File: src/rtl/pll_lock_if.sv
// Signal bundle between the PLL lock sequencer and its surroundings
// (PLL LOCK/RST pins, relock request, system reset and debug counters).
interface pll_lock_if;
    logic       pll_locked;
    logic       relock_req;
    logic       pll_rst;
    logic       sys_rst;
    logic       ready;
    logic [7:0] timeout_count;
    logic [7:0] loss_count;

    // The sequencer drives the PLL reset, system reset and fault counters.
    modport master (
        input  pll_locked,
        input  relock_req,
        output pll_rst,
        output sys_rst,
        output ready,
        output timeout_count,
        output loss_count
    );

    // The environment: PLL LOCK pin, CSR relock request, reset consumers.
    modport slave (
        output pll_locked,
        output relock_req,
        input  pll_rst,
        input  sys_rst,
        input  ready,
        input  timeout_count,
        input  loss_count
    );
endinterface

File: src/rtl/pll_lock_sequencer.sv
// Reset/lock sequencer for the ECP5 EHXPLLL: pulses the PLL reset, waits for a
// continuously stable lock, then releases system reset; re-sequences on faults.
module pll_lock_sequencer #(
    parameter int RST_PULSE_CYCLES    = 16,
    parameter int LOCK_TIMEOUT_CYCLES = 250000,
    parameter int LOCK_STABLE_CYCLES  = 1024
) (
    input  logic       clk,
    input  logic       reset,
    pll_lock_if.master bus
);

    localparam int MAX_AB = (RST_PULSE_CYCLES > LOCK_TIMEOUT_CYCLES) ?
                            RST_PULSE_CYCLES : LOCK_TIMEOUT_CYCLES;
    localparam int MAX_P  = (MAX_AB > LOCK_STABLE_CYCLES) ? MAX_AB : LOCK_STABLE_CYCLES;
    localparam int CNT_W  = (MAX_P > 1) ? $clog2(MAX_P) : 1;

    localparam logic [CNT_W-1:0] RST_LAST     = CNT_W'(RST_PULSE_CYCLES - 1);
    localparam logic [CNT_W-1:0] TIMEOUT_LAST = CNT_W'(LOCK_TIMEOUT_CYCLES - 1);
    localparam logic [CNT_W-1:0] STABLE_LAST  = CNT_W'(LOCK_STABLE_CYCLES - 1);
    localparam logic [CNT_W-1:0] CNT_ONE      = CNT_W'(1);

    typedef enum logic [1:0] {
        RST_PLL   = 2'd0,
        WAIT_LOCK = 2'd1,
        STABLE    = 2'd2,
        RUN       = 2'd3
    } state_t;

    state_t           state_q, state_nxt;
    logic [CNT_W-1:0] cnt_q, cnt_nxt;
    logic [7:0]       tcnt_q, tcnt_nxt;
    logic [7:0]       lcnt_q, lcnt_nxt;
    logic             sync_p0, sync_p1;
    logic             locked_s;
    logic             pll_rst_q, sys_rst_q, ready_q;

    function automatic logic [7:0] sat_inc(input logic [7:0] v);
        return (v == 8'hFF) ? v : v + 8'd1;
    endfunction

    // Stage p0/p1: two-flop synchronizer for the asynchronous LOCK pin
    always_ff @(posedge clk) begin
        if (reset) begin
            sync_p0 <= 1'b0;
            sync_p1 <= 1'b0;
        end else begin
            sync_p0 <= bus.pll_locked;
            sync_p1 <= sync_p0;
        end
    end

    assign locked_s = sync_p1;

    always_comb begin
        state_nxt = state_q;
        cnt_nxt   = cnt_q;
        tcnt_nxt  = tcnt_q;
        lcnt_nxt  = lcnt_q;
        case (state_q)
            RST_PLL: begin
                if (bus.relock_req) begin
                    cnt_nxt = '0;
                end else if (cnt_q == RST_LAST) begin
                    state_nxt = WAIT_LOCK;
                    cnt_nxt   = '0;
                end else begin
                    cnt_nxt = cnt_q + CNT_ONE;
                end
            end
            WAIT_LOCK: begin
                if (bus.relock_req) begin
                    state_nxt = RST_PLL;
                    cnt_nxt   = '0;
                end else if (locked_s) begin
                    state_nxt = STABLE;
                    cnt_nxt   = '0;
                end else if (cnt_q == TIMEOUT_LAST) begin
                    state_nxt = RST_PLL;
                    cnt_nxt   = '0;
                    tcnt_nxt  = sat_inc(tcnt_q);
                end else begin
                    cnt_nxt = cnt_q + CNT_ONE;
                end
            end
            STABLE: begin
                // Any captured dropout restarts lock acquisition without a fault.
                if (bus.relock_req) begin
                    state_nxt = RST_PLL;
                    cnt_nxt   = '0;
                end else if (!locked_s) begin
                    state_nxt = WAIT_LOCK;
                    cnt_nxt   = '0;
                end else if (cnt_q == STABLE_LAST) begin
                    state_nxt = RUN;
                    cnt_nxt   = '0;
                end else begin
                    cnt_nxt = cnt_q + CNT_ONE;
                end
            end
            RUN: begin
                if (bus.relock_req) begin
                    state_nxt = RST_PLL;
                    cnt_nxt   = '0;
                end else if (!locked_s) begin
                    state_nxt = RST_PLL;
                    cnt_nxt   = '0;
                    lcnt_nxt  = sat_inc(lcnt_q);
                end
            end
            default: begin
                state_nxt = RST_PLL;
                cnt_nxt   = '0;
            end
        endcase
    end

    // Outputs decode the next state so they switch on the same edge as the state.
    always_ff @(posedge clk) begin
        if (reset) begin
            state_q   <= RST_PLL;
            cnt_q     <= '0;
            tcnt_q    <= 8'd0;
            lcnt_q    <= 8'd0;
            pll_rst_q <= 1'b1;
            sys_rst_q <= 1'b1;
            ready_q   <= 1'b0;
        end else begin
            state_q   <= state_nxt;
            cnt_q     <= cnt_nxt;
            tcnt_q    <= tcnt_nxt;
            lcnt_q    <= lcnt_nxt;
            pll_rst_q <= (state_nxt == RST_PLL);
            sys_rst_q <= (state_nxt != RUN);
            ready_q   <= (state_nxt == RUN);
        end
    end

    assign bus.pll_rst       = pll_rst_q;
    assign bus.sys_rst       = sys_rst_q;
    assign bus.ready         = ready_q;
    assign bus.timeout_count = tcnt_q;
    assign bus.loss_count    = lcnt_q;

endmodule

File: src/flat_wrapper.sv
// flat-port wrapper written by rule: the top's interface ports become plain ports
module pll_lock_sequencer_flat 
#(
    parameter int RST_PULSE_CYCLES    = 16,
    parameter int LOCK_TIMEOUT_CYCLES = 250000,
    parameter int LOCK_STABLE_CYCLES  = 1024
)
  (clk, reset, bus_pll_locked, bus_relock_req, bus_pll_rst, bus_sys_rst, bus_ready, bus_timeout_count, bus_loss_count);
  pll_lock_if bus_i ();
  input  logic clk;
  input  logic reset;
  input wire logic [$bits(bus_i.pll_locked)-1:0] bus_pll_locked;
  input wire logic [$bits(bus_i.relock_req)-1:0] bus_relock_req;
  output wire logic [$bits(bus_i.pll_rst)-1:0] bus_pll_rst;
  output wire logic [$bits(bus_i.sys_rst)-1:0] bus_sys_rst;
  output wire logic [$bits(bus_i.ready)-1:0] bus_ready;
  output wire logic [$bits(bus_i.timeout_count)-1:0] bus_timeout_count;
  output wire logic [$bits(bus_i.loss_count)-1:0] bus_loss_count;
  assign bus_i.pll_locked = bus_pll_locked;
  assign bus_i.relock_req = bus_relock_req;
  assign bus_pll_rst = bus_i.pll_rst;
  assign bus_sys_rst = bus_i.sys_rst;
  assign bus_ready = bus_i.ready;
  assign bus_timeout_count = bus_i.timeout_count;
  assign bus_loss_count = bus_i.loss_count;
  pll_lock_sequencer #(.RST_PULSE_CYCLES(RST_PULSE_CYCLES), .LOCK_TIMEOUT_CYCLES(LOCK_TIMEOUT_CYCLES), .LOCK_STABLE_CYCLES(LOCK_STABLE_CYCLES)) u_core (.clk(clk), .reset(reset), .bus(bus_i));
endmodule
File: config.mk
export PLATFORM = sky130hd
export DESIGN_NAME = pll_lock_sequencer_flat
export DESIGN_NICKNAME = d
export VERILOG_FILES = /design/src/rtl/pll_lock_if.sv /design/src/rtl/pll_lock_sequencer.sv /design/src/flat_wrapper.sv
export SDC_FILE = /design/constraint.sdc
export NUM_CORES = 1
export LEC_CHECK = 0
export BUFFER_PORTS_ARGS = -buffer_cell sky130_fd_sc_hd__buf_2
export CAP_MARGIN = 0
export CELL_PAD_IN_SITES_DETAIL_PLACEMENT = 0
export CELL_PAD_IN_SITES_GLOBAL_PLACEMENT = 1
export CORE_AREA = 2 2 77 61
export CTS_BUF_LIST = sky130_fd_sc_hd__clkbuf_4
export DETAILED_ROUTE_END_ITERATION = 7
export DIE_AREA = 0 0 79 63
export GPL_TIMING_DRIVEN = 1
export PLACE_DENSITY = 0.91
export REMOVE_ABC_BUFFERS = 1
export SYNTH_ARGS = -nofsm -noshare
export SYNTH_HDL_FRONTEND = slang
export SYNTH_SLANG_ARGS = --single-unit
File: constraint.sdc
create_clock -name clk -period 2.8 [get_ports clk]
set_input_delay 0.28 -clock clk [delete_from_list [all_inputs] [get_ports clk]]
set_output_delay 0.28 -clock clk [all_outputs]
set_load 0.1 [all_outputs]
### Yosys cells after proc, flatten, opt, wreduce, memory -nomap -nowiden

Index checks and enable logic that the tools add are counted.

* flip-flop bits (word level): 41
* latch bits: 0
* bits in writable memories: 0
* ROM bits: 0
* input port bits: 4
* memories: 0

* add/sub/neg operators: 3
* $mul: 0
* div/mod/pow operators: 0
* order comparisons: 0
* eq/ne operators: 11
* shifts and indexed selects: 0
* muxes and demuxes: 22
* bitwise operators: 4
* reductions and logical operators: 4

Operators by type and width (count)
* $mux W18: 10
* $pmux W18 S4: 1
* $mux W2: 10
* $add A18 B1 Y18 const B: 1
* $eq A18 B10 Y1 const B: 1
* $eq A18 B18 Y1 const B: 1
* $eq A18 B4 Y1 const B: 1
* $add A8 B1 Y8 const B: 2
* $eq A8 B8 Y1 const B: 2
* $pmux W2 S4: 1
* $eq A2 B2 Y1 const B: 3
* $reduce_and A5 Y1: 1
* $logic_not A2 Y1: 2
* $not A1 Y1: 4
* $reduce_and A4 Y1: 1
* $ne A3 B3 Y1 const B: 1
* $eq A2 B1 Y1 const B: 1
* $ne A2 B2 Y1 const B: 1

### Depth between registers and ports, before layout

* depth in word-level cells: 6
* gate-level depth with buffers: 8
* depth with buffers taken out: 7

### Worst setup path after synthesis

Ideal clock, no wire load.

* path type: reg2reg
* from: register u_core.lcnt_q[0], in the netlist u_core.bus.loss_count[0]
* to: register u_core.lcnt_q[5], in the netlist u_core.bus.loss_count[5]
* arrival time: 2217 ps
* setup slack: 513 ps
* cell stages (with the launch flop): 8
* path buffers: 0
* path through: dfxtp_1 > ha_1 > nand3_1 > nor2_1 > nor4_4 > nand4_1 > or3_1 > a21oi_1

* cells in the longest elaborated chain, start to end: 3

Ends and longest elaborated chain
* from (decl): RTL line pll_lock_sequencer.sv:33 `logic [7:0] lcnt_q, lcnt_nxt;`
* from (signal assigned): RTL line pll_lock_sequencer.sv:132 `lcnt_q <= lcnt_nxt;`
* branches (longest 3 deep; another with $add A8 B1 Y8)

Parallel ways; which one is timed is not known.
A chain may end at the register's enable or synchronous reset.

### Worst setup path in the final report

* from: register u_core.cnt_q[0]
* to: register u_core.cnt_q[13]

* cells in the longest elaborated chain, start to end: 5

Ends and longest elaborated chain
* from (decl): RTL line pll_lock_sequencer.sv:31 `logic [CNT_W-1:0] cnt_q, cnt_nxt;`
* from (signal assigned): RTL line pll_lock_sequencer.sv:130 `cnt_q <= cnt_nxt;`
* $add A18 B1 Y18, or another cell as far along: RTL line pll_lock_sequencer.sv:68, pll_lock_sequencer.sv:83, pll_lock_sequencer.sv:98
* $mux W18, on equally long branches: RTL line pll_lock_sequencer.sv:94, pll_lock_sequencer.sv:78
* $mux W18, on equally long branches: RTL line pll_lock_sequencer.sv:91, pll_lock_sequencer.sv:75
* $mux W18, on equally long branches: RTL line pll_lock_sequencer.sv:88, pll_lock_sequencer.sv:72
* $pmux W18 S4 *: RTL line pll_lock_sequencer.sv:60 `case (state_q)`

Mark *: on every way between the ends. The rest lies on a longest branch, timed or not.

==> out/qor.yml <==
cp.required_ps: 3030
critPathKind: "flip-flop to flip-flop"
grt_usage_pct: 17.28
final.period_utilization_pct: 75.51
cap_viol_max_count: 0
synth-edff-count: 0
synthCells: 229
cts_tree: "done"
status: "completed"
wirelength_um: 4107
place.gp.congestion: 0.9099
power_density_mw_per_mm2: 410.5
ys_top_cells_by_area: "dfxtp_1 41%, nor2_1 6.4%, xor2_1 6.1%"
die_y_um: 63
hold_viol: 0
numCtsBuffers: 5
hp-class: "input port to flip-flop"
grt_busiest_layer: "met1"
grt_pass1_wl_um: 6844
clock_path_buffers: 2
ys_ff_latch: 41
core_area_mm2: 0.004257
cp-start-kind: "flip-flop"
drt_iter0_markers: 163
rows: 21
max_slew_margin_pct: 59.61
overflow: 0
grt_start_max_net_pins: 25
initial_utilization_pct: 46.85
ff2ff_setup_slack_ps: 690
layout_common_cells: "41 x dfxtp_1, 34 x nor2_1, 22 x buf_2"
worst_pin_slew_ps: 600.8
skew_ps: 5.599
htreeDepth: 2
finalSetupViolations: 0
fin_nets: 259
cp-end-kind: "flip-flop"
synthArstFlopShare_pct: 0
placed_area_mm2: 0.002151
grt_antenna_before_repair: 0
synth_top_flop_cell: "dfxtp_1"
rsz0062_at_grt: "false"
viasPerCell: 5.500
clk_latency_ps: 340
arrival_ps: 2340
die-area_mm2: 0.004977
yosysUniqueCellTypes: 45
diodes: 0
final-max-slew-violation-count: 0
die_x_um: 79
final_common_cell: "dfxtp_1"
cts.sinks: 41
io_pins: 23
antenna_left: 0
syn2layout_area_growth_pct: 10.60
postLayoutCellArea_mm2: 0.002206
cts_setup_buffers: 0
synth_top_area_share_pct: 41.15
min_period_ps: 2114
path_max_fanout: 10
worst_slack_ps: 685.6
portBuffers: 22
multi_input_area_mm2: 0.001115
grt_pass1_vias: 1429
mappedNetlistArea_mm2: 0.001994
num-fill-cells: 424
tns_ps: 0
p_leak_uw: 0.0008049
yosys.area.top_type: "dfxtp_1"
wl_per_cell_um: 13.25
first_pass_iters: 4
grtUsageMet3_pct: 4.913
postCtsHoldBufs: 0
synth_area_per_cell_um2: 8.709
globalRouteMet2Util_pct: 22.99
max_freq_ghz: 0.4730
vias: 1705
cts_resized: 0
synth_seq_area_share_pct: 41.15
regArea_um2: 820.8
yosys_warnings: 0
root_buffer: "clkbuf_4"
clk_pin_slew_ps: 110
irDropWorstVdd_v: 0.0003050
gr-usage-met1_pct: 26.55
dp_slack_ps: 697.7
drive_above_1_share_pct: 17.79
hpwlAfterDp_um: 2931
drc: 0
cell type report:
cell class                      count  share of cell area [%]
Sequential cell                    41                   37.21
Tap cell                           57                   3.233
Multi-Input combinational cell    174                   50.54
Inverter                            7                   1.191
Timing Repair Buffer               23                   5.332
Clock buffer                        6                   2.042
Clock inverter                      2                  0.4538
synthesized netlist by cell type (5+ instances only):
cell type	instances
xor2_1	14
xnor2_1	8
a21oi_1	9
nand4_1	11
nand2_1	20
nor2_1	34
dfxtp_1	41
nand3_1	12
o21ai_0	5
and3_1	6
inv_1	7
cells by family (layout without fill, tap and decap cells):
| family | after synthesis | after routing | synth area share [%] |
|---|---|---|---|
| adders and majority gates | 3 | 3 | 1.882 |
| and+or+nand+nor | 114 | 114 | 31.49 |
| AOI/OAI and AO/OA | 33 | 33 | 11.86 |
| buffers and inverters | 14 | 38 | 2.949 |
| muxes | 2 | 2 | 1.004 |
| DFF | 41 | 41 | 41.15 |
| xor gates and xnor gates | 22 | 22 | 9.661 |
power breakdown:
group	switching, µW	total [µW]	internal (µW)
logic	20.1	28.8	8.71
registers	3.27	589	586
clock network	182	288	106
total	205	905	700
critical path: stages (launching register included):
cell and delay, ps:
dfxtp_1 400, ha_1 230, nand3_2 90, nand4b_2 290
o31ai_1 440, a21oi_4 180, o21ai_4 290, nor2_1 90
worst paths after layout:
kind	start	end	depth (start not counted)
worst max-delay path	u_core.cnt_q[0]	u_core.cnt_q[13]	7
worst min-delay path	bus_pll_locked	u_core.sync_p0	2
worst max register to register	u_core.cnt_q[0]	u_core.cnt_q[13]	7
worst min register to register	u_core.sync_p0	u_core.locked_s	1
registers in the layout (all words and copies together) (netlist names):
| name | flops |
|---|---|
| u_core.cnt_q | 18 |
| u_core.bus.loss_count | 8 |
| u_core.bus.timeout_count | 8 |
| u_core.state_q | 2 |
| u_core.bus.pll_rst | 1 |
| u_core.bus.ready | 1 |
| u_core.bus.sys_rst | 1 |
| u_core.locked_s | 1 |
| u_core.sync_p0 | 1 |
metal layers:
metal  up-vias  wire (µm)
met5         -          0
met1       793       2148
met4         0         34
li1        864          -
met3         4        252
met2        44       1672
per-stage QoR:
stage,power [µW],cells,utilization [%],hold slack [ps]
floorplan,617.6,222,-,349.1
global placement,631.0,302,50.53,428.4
detailed placement,630.6,302,50.53,427.2
CTS,922.7,310,51.82,154.2
global route,949.1,310,51.82,181.9
finish,905.5,310,51.82,161.2
(Power assumes the default switching activity.)
